**config.mk**
```make
export PLATFORM = sky130hd
export DESIGN_NAME = window3x3_gen
export DESIGN_NICKNAME = d
export VERILOG_FILES = /design/src/rtl/window3x3_gen.sv
export SDC_FILE = /design/constraint.sdc
export NUM_CORES = 1
export LEC_CHECK = 0
export CAP_MARGIN = 10
export CORE_MARGIN = 1
export CORE_UTILIZATION = 45
export CTS_CLUSTER_DIAMETER = 150
export DETAILED_ROUTE_END_ITERATION = 8
export GPL_TIMING_DRIVEN = 0
export PLACE_DENSITY = 0.7
export SLEW_MARGIN = 15
export SYNTH_ARGS = -nofsm -noshare
export SYNTH_HDL_FRONTEND = slang
export SYNTH_SLANG_ARGS = --single-unit
```
**constraint.sdc**
```tcl
create_clock -name clk -period 4.2 [get_ports clk]
set_input_delay 0.42 -clock clk [delete_from_list [all_inputs] [get_ports clk]]
set_output_delay 0.42 -clock clk [all_outputs]
set_load 0.02 [all_outputs]
```
**src/rtl/window3x3_gen.sv**
```systemverilog
// -----------------------------------------------------------------------------
// window3x3_gen
//   Raster-scan pixel stream to 3x3 sliding-window generator. Buffers the two
//   previous image lines and emits one window per accepted pixel once three
//   rows and three columns are available (no padding). A frame yields
//   (IMG_HEIGHT-2) x (IMG_WIDTH-2) windows.
//
// Parameters
//   DATA_WIDTH   pixel width, signed two's complement
//   IMG_WIDTH    pixels per line (>= 3)
//   IMG_HEIGHT   lines per frame (>= 3)
//
// Ports
//   clk          rising-edge clock
//   rst_n        asynchronous active-low reset
//   valid_in     pixel_in valid this cycle (no backpressure)
//   sof_in       with valid_in: this pixel is frame position (0,0)
//   pixel_in     raster-order pixel
//   valid_out    window outputs valid this cycle
//   p00..p22     window, pRC = row R (0 = oldest), column C (0 = leftmost)
//   frame_done   one-cycle pulse with the last window of a frame
//   out_row/out_col  (only with WIN_COORD_EN) output window coordinate
//
// Build option
//   WIN_COORD_EN  when defined, adds out_row/out_col coordinate outputs.
// -----------------------------------------------------------------------------
module window3x3_gen #(
    parameter int DATA_WIDTH = 8,
    parameter int IMG_WIDTH  = 28,
    parameter int IMG_HEIGHT = 28,
    localparam int COL_W     = $clog2(IMG_WIDTH),
    localparam int ROW_W     = $clog2(IMG_HEIGHT)
) (
    input  logic                         clk,
    input  logic                         rst_n,
    input  logic                         valid_in,
    input  logic                         sof_in,
    input  logic signed [DATA_WIDTH-1:0] pixel_in,
    output logic                         valid_out,
    output logic signed [DATA_WIDTH-1:0] p00,
    output logic signed [DATA_WIDTH-1:0] p01,
    output logic signed [DATA_WIDTH-1:0] p02,
    output logic signed [DATA_WIDTH-1:0] p10,
    output logic signed [DATA_WIDTH-1:0] p11,
    output logic signed [DATA_WIDTH-1:0] p12,
    output logic signed [DATA_WIDTH-1:0] p20,
    output logic signed [DATA_WIDTH-1:0] p21,
    output logic signed [DATA_WIDTH-1:0] p22,
`ifdef WIN_COORD_EN
    output logic        [ROW_W-1:0]      out_row,
    output logic        [COL_W-1:0]      out_col,
`endif
    output logic                         frame_done
);

    localparam logic [COL_W-1:0] COL_LAST = COL_W'(IMG_WIDTH - 1);
    localparam logic [ROW_W-1:0] ROW_LAST = ROW_W'(IMG_HEIGHT - 1);
    localparam logic [COL_W-1:0] COL_TWO  = COL_W'(2);
    localparam logic [ROW_W-1:0] ROW_TWO  = ROW_W'(2);

    logic [COL_W-1:0] col_q, col_d, pos_col;
    logic [ROW_W-1:0] row_q, row_d, pos_row;
    logic             win_ok, last_pix;
    logic             valid_out_q, frame_done_q;

    logic signed [DATA_WIDTH-1:0] lb0_q [IMG_WIDTH];
    logic signed [DATA_WIDTH-1:0] lb1_q [IMG_WIDTH];
    logic signed [DATA_WIDTH-1:0] lb0_rd, lb1_rd;
    logic signed [DATA_WIDTH-1:0] win_q [3][3];

    // Position of the pixel being accepted; sof_in forces (0,0) so a
    // misaligned stream realigns on the start-of-frame marker.
    always_comb begin
        pos_col  = sof_in ? '0 : col_q;
        pos_row  = sof_in ? '0 : row_q;
        lb0_rd   = lb0_q[pos_col];
        lb1_rd   = lb1_q[pos_col];
        win_ok   = (pos_row >= ROW_TWO) && (pos_col >= COL_TWO);
        // sof_in on the final pixel wins, so it cannot end a frame.
        last_pix = !sof_in && (row_q == ROW_LAST) && (col_q == COL_LAST);

        col_d = col_q;
        row_d = row_q;
        if (valid_in) begin
            if (pos_col == COL_LAST) begin
                col_d = '0;
                row_d = (pos_row == ROW_LAST) ? '0 : pos_row + 1'b1;
            end else begin
                col_d = pos_col + 1'b1;
                row_d = pos_row;
            end
        end
    end

    // Line buffers carry no reset: rows 0 and 1 overwrite every entry before
    // any window that reads them can be presented.
    always_ff @(posedge clk) begin
        if (valid_in) begin
            lb1_q[pos_col] <= lb0_rd;
            lb0_q[pos_col] <= pixel_in;
        end
    end

    always_ff @(posedge clk or negedge rst_n) begin
        if (!rst_n) begin
            col_q        <= '0;
            row_q        <= '0;
            valid_out_q  <= 1'b0;
            frame_done_q <= 1'b0;
            for (int r = 0; r < 3; r++) begin
                for (int c = 0; c < 3; c++) begin
                    win_q[r][c] <= '0;
                end
            end
        end else begin
            col_q        <= col_d;
            row_q        <= row_d;
            valid_out_q  <= valid_in && win_ok;
            frame_done_q <= valid_in && last_pix;
            if (valid_in) begin
                for (int r = 0; r < 3; r++) begin
                    win_q[r][0] <= win_q[r][1];
                    win_q[r][1] <= win_q[r][2];
                end
                win_q[0][2] <= lb1_rd;
                win_q[1][2] <= lb0_rd;
                win_q[2][2] <= pixel_in;
            end
        end
    end

`ifdef WIN_COORD_EN
    logic [ROW_W-1:0] out_row_q;
    logic [COL_W-1:0] out_col_q;

    // Coordinates only move when a window is produced, so they stay aligned
    // with the held window outputs.
    always_ff @(posedge clk or negedge rst_n) begin
        if (!rst_n) begin
            out_row_q <= '0;
            out_col_q <= '0;
        end else if (valid_in && win_ok) begin
            out_row_q <= pos_row - ROW_TWO;
            out_col_q <= pos_col - COL_TWO;
        end
    end

    assign out_row = out_row_q;
    assign out_col = out_col_q;
`endif

    assign valid_out  = valid_out_q;
    assign frame_done = frame_done_q;
    assign p00 = win_q[0][0];
    assign p01 = win_q[0][1];
    assign p02 = win_q[0][2];
    assign p10 = win_q[1][0];
    assign p11 = win_q[1][1];
    assign p12 = win_q[1][2];
    assign p20 = win_q[2][0];
    assign p21 = win_q[2][1];
    assign p22 = win_q[2][2];

endmodule

```
# [After elaboration in Yosys (flattened, before gate mapping)]
# Memory sizes are Yosys's and may differ from the RTL's. A register that Yosys moved wholly into a read port is not among the register bits.
# Index checks and enable logic that the tools add are counted.
[totals] ff_bits=76 latch_bits=0 ramBits=448 mem_bits_ro=0 inputBits=12 output_inout_bits=74 wordCells=36 mem_count=2
[mem_list] name="lb0_q" words=28 word_bits=8 read_ports=1 rd_ports_with_merged_regs=0 wr=1 line_no="66" rtl="logic signed [DATA_WIDTH-1:0] lb0_q [IMG_WIDTH];"
[mem_list] name="lb1_q" words=28 word_bits=8 read_ports=1 rd_ports_with_merged_regs=1 wr=1 line_no="67" rtl="logic signed [DATA_WIDTH-1:0] lb1_q [IMG_WIDTH];"
[classes] n_addsub=2 multipliers=0 div=0 order_cmp=2 eq_ne=4 shift=0 muxes=7 bitwise_logic=0 reduce_logical=7
[ops] operator="5-bit 2-to-1 mux" count=5
[ops] operator="5-bit == test (second input constant)" count=4
[ops] operator="5-bit by 1-bit adder with 5-bit output (second input constant)" count=2
[ops] operator="5-bit by 2-bit greater-or-equal comparator with 1-bit output (second input constant)" count=2
[ops] operator="1-bit logical AND" count=5
[ops] operator="1-bit zero test" count=2
[ops] operator="1-bit 2-to-1 mux" count=2

# [Depth between registers and ports, before layout]
[logic_depth] word_depth=4 ltp_mapped=11 ltp_nobuf=6

# [Least setup slack after synthesis]
# No wires, ideal clock.
[synth_timing] path_kind="register to register" from="reg col_q[1]" to="mem lb1_q[0][2] (data pin)" setup_ns=0.423 arrival_ns=2.841 t_required_ns=3.777 path_slack_ns=0.936 stages_incl_launch_ff=9 n_path_buf=4 period_less_slack_ns=3.264 path_cell_list="dfrtp_1 > buf_6 > buf_12 > o21bai_1 > buf_2 > buf_2 > a2bb2oi_1 > o221a_2 > o21ai_0"
[synth_between] elab_chain_len=2
[synth_lines] item="start, declared" line_no="61" rtl="logic [COL_W-1:0] col_q, col_d, pos_col;"
[synth_lines] item="start signal, assigned" line_no="116" rtl="col_q <= col_d;"
[synth_lines] item="5-bit 2-to-1 mux" line_no="74" rtl="pos_col = sof_in ? '0 : col_q;"
[synth_lines] item="memory read 28 x 8 bit"
[synth_lines] item="via lb0_rd[2]" line_no="68" rtl="logic signed [DATA_WIDTH-1:0] lb0_rd, lb1_rd;"
[synth_lines] item="end, declared" line_no="67"
# The timed path passes the listed nets, and every way through them passes these cells.

# [Final worst setup path]
[layout_timing] from="in sof_in" to="mem lb1_q[20][3] (data pin)"
[layout_between] elab_chain_len=2
[layout_lines] item="start, declared" line_no="37" rtl="input logic sof_in,"
[layout_lines] item="5-bit 2-to-1 mux" line_no="74"
[layout_lines] item="memory read 28 x 8 bit"
[layout_lines] item="via lb0_rd[3]" line_no="68"
# The timed path passes the listed nets, and every way through them passes these cells.

==> reports/qor.txt <==
initial antenna violation count = 1
DRC = 0
synthesized-area fraction occupied by xor and xnor cells = 0.0423%
syn nets = 1239
complex-gate fraction of the synthesized area = 8.06%
max cap viols = 0
P&R area growth vs syn = 17.8%
WL/cell = 26.6 um
Netlist cell types = 68
TritonCTS Sinks = 532
die height = 216 um
Final Hold Fails = 0
relative slew slack = 18.0%
synth top area cells = edfxtp_1, dfrtp_1, mux2_2
clk_lat worst skew = 0.58 ns
Port Buffer Count = 84
Mapped Area = 20700 um2
CP Max Fanout = 28
first-pass GRT wire length = 79300 um
post-synth top area share = 65.0%
CP max stage cell = a2111oi_1
GRT Total Usage = 23.1%
leakage power = 0.00827 uW
Hold Path Class = input port to register
YS warnings = 0
post-synthesis simple-gate area fraction = 4.23%
Final Skew = 0.0188 ns
core footprint = 45400 um2
dpl cells = 1937
Period minus WS final = 4.06 ns
Vias = 12.3k
CP arrival = 4.19 ns
CTS HTree Levels = 2
post-synth top area cell = edfxtp_1
clk slew on worst S/H paths = 0.07 ns
most used cell along the critical path = nor2_1
post-synthesis mux area share = 10.5%
drt total wl = 54100 um
Final Non-Filler Cells = 2029
fin crit share = 96.7%
Util after Layout = 53.7%
Critical Path Sink Type = register
Most used DFF post-synth = edfxtp_1
Hold Path Depth = 1
VDD IR-drop max = 0.355 mV
total grt overflow = 0
vias in the first global route = 12.0k
Bufs on Longest Clock Path = 3
Syn Inst Count = 1226
Initial Util = 45.6%
Post-Synth Adder-Cell Area = 0.0605%
die width = 216 um
Async SR Flop Fraction = 15.8%
delay of the slowest critical-path stage = 0.91 ns
DR pass1 iterations = 6
drt initial violations = 1909
GPL Wtd Cong = 0.922
share of cells above drive strength 1 = 19.8%
final setup violation count = 0
worst endpoint required time = 4.33 ns
Routed Antenna Nets = 0
synthesized flop and latch total = 532
Max Fclk = 0.246 GHz
fin nets = 1402
Power Dens Cells = 585 nW/um2
RSZ-0062 raised after global routing = false
fillcell total = 3545
crit-path cells = clkdlybuf4s50_1 -> buf_4 -> buf_2 -> nor2_1 -> nand2_1 -> clkbuf_1 -> nor2_1 -> a2111oi_1 -> nand2_2
Avg Inst Size Synth = 16.9 um2
clock root buffer = clkbuf_16
Slew Viols, Final = 0
share of the yosys chip area belonging to registers = 75.2%
CTS Buf Count = 49
vias per cell = 6.06
crit path kind = input port to register
Worst Tran Pin Value = 1.21 ns
status = finished, final reports clean
largest net degree at the start of global routing = 44
Row Count = 78
total power = 14200 uW
main combinational cell family by area after synthesis = multiplexers
crit path launch type = input port
EDFF count, synth = 448
Ports = 86
CTS tree = done
die area = 46900 um2
post-CTS setup buffer count = 0
R2R depth = 7
DP HPWL = 35200 um
==> cell usage after synthesis, drive strengths merged, types with 9 or more instances <==
library cell,count
nand2,64
o221ai,12
buf,35
edfxtp,448
o21ai,67
clkbuf,41
o22ai,16
mux2,92
nor2,56
mux4,21
a221oi,21
a21oi,42
dfrtp,84
nand3,14
a22oi,27
a31oi,12
mux2i,64
nor2b,9
==> layout make-up <==
type	instances	area, um2	area share, %
Inverter	9	33.8	0.139
Clock inverter	20	149	0.611
Antenna cell	1	2.50	0.0103
Buffer	76	372	1.52
Tap cell	600	751	3.08
Clock buffer	70	1440	5.92
Sequential cell	532	15600	63.8
Timing Repair Buffer	112	1240	5.08
Multi-Input combinational cell	609	4830	19.8
==> kinds of logic (layout without fill, tap and decap cells) <==
group / after synthesis / after routing
and+or+nand+nor: 182 / 182
adders and majority gates: 1 / 1
muxes: 177 / 177
xor gates and xnor gates: 1 / 1
DFF: 532 / 532
other: 0 / 1
buffers and inverters: 85 / 287
AOI/OAI and AO/OA: 248 / 248
==> metal layers <==
metal  up-vias  track usage (%)  wire (um)
met5         -                0          0
met4         0             8.94       2160
met3       145             4.90       5640
met2       791             36.5      25100
met1      6185             31.6      21200
li1       5173                -          -
==> through the flow <==
| stage | setup WS (ns) | TNS [ns] | area, um2 | hold WS [ns] |
|---|---|---|---|---|
| after global placement | -1.36 | -290.43 | 22300 | 0.489 |
| after CTS | 0.0345 | 0 | 24400 | 0.429 |
| final | 0.140 | 0 | 24400 | 0.412 |
| after global routing | 0.141 | 0 | 24400 | 0.421 |
| after detailed placement | -0.795 | -36.50 | 22800 | 0.490 |
| after floorplan | 0.936 | 0 | 20700 | 0.124 |
==> state kept, by name (all words and copies together), names as in the netlist <==
signal      flops
col_q           5
p12             8
row_q           5
p01             8
p22             8
frame_done      1
lb0_q         224
p10             8
p11             8
valid_out       1
p02             8
p00             8
lb1_q         224
p20             8
p21             8
==> cell usage in the layout (no fill, tap or decap), types with 21 or more instances in the layout <==
cell type	netlist	layout
clkbuf_16	0	52
dfrtp_1	84	84
a22oi_1	27	27
o21ai_0	63	62
edfxtp_1	448	448
mux2_2	89	89
nor2_2	0	25
nor2_1	56	28
a21oi_1	42	42
buf_2	20	21
clkdlybuf4s50_1	0	82
mux2i_1	64	64
clkbuf_1	41	51
a221oi_1	21	21
nand2_1	64	63
==> worst paths after layout <==
check	startpoint	slack [ns]	to
worst max-delay path	sof_in	0.14	lb1_q[20][3]$_DFFE_PP_
worst min-delay path	pixel_in[7]	0.41	lb0_q[24][7]$_DFFE_PP_
worst max register to register	col_q[2]$_DFFE_PN0P_	0.18	lb1_q[20][3]$_DFFE_PP_
worst min register to register	p10[7]$_DFFE_PN0P_	0.50	p10[7]$_DFFE_PN0P_
max in group asynchronous	rst_n	3.10	p01[0]$_DFFE_PN0P_
min in group asynchronous	rst_n	0.43	p20[0]$_DFFE_PN0P_
==> report_power, final <==
group | total (uW) | leakage, uW | internal, uW | switching (uW)
Combinational | 3230 | 0.00246 | 1230 | 2000
Clock | 4400 | 0.000779 | 2510 | 1890
Sequential | 6620 | 0.00504 | 6400 | 214
==> what timing repair did <==
| action | 4_1_cts | 5_1_grt |
|---|---|---|
| hold buffers | 1 | 0 |
| gates cloned | 0 | 0 |
| endpoints found under the hold margin | 42 | 0 |
| pin swaps | 0 | 0 |
| endpoints found under the setup margin | 28 | 28 |
| resized for setup | 1 | 1 |
==> critical path, delay by kind of cell <==
family	cells	cell delay [ns]
AND/OR/NAND/NOR	4	1.16
buffers and inverters	4	1.68
AO/OA/AOI/OAI	1	0.91
No activity file was read; power rests on OpenSTA's default activity.
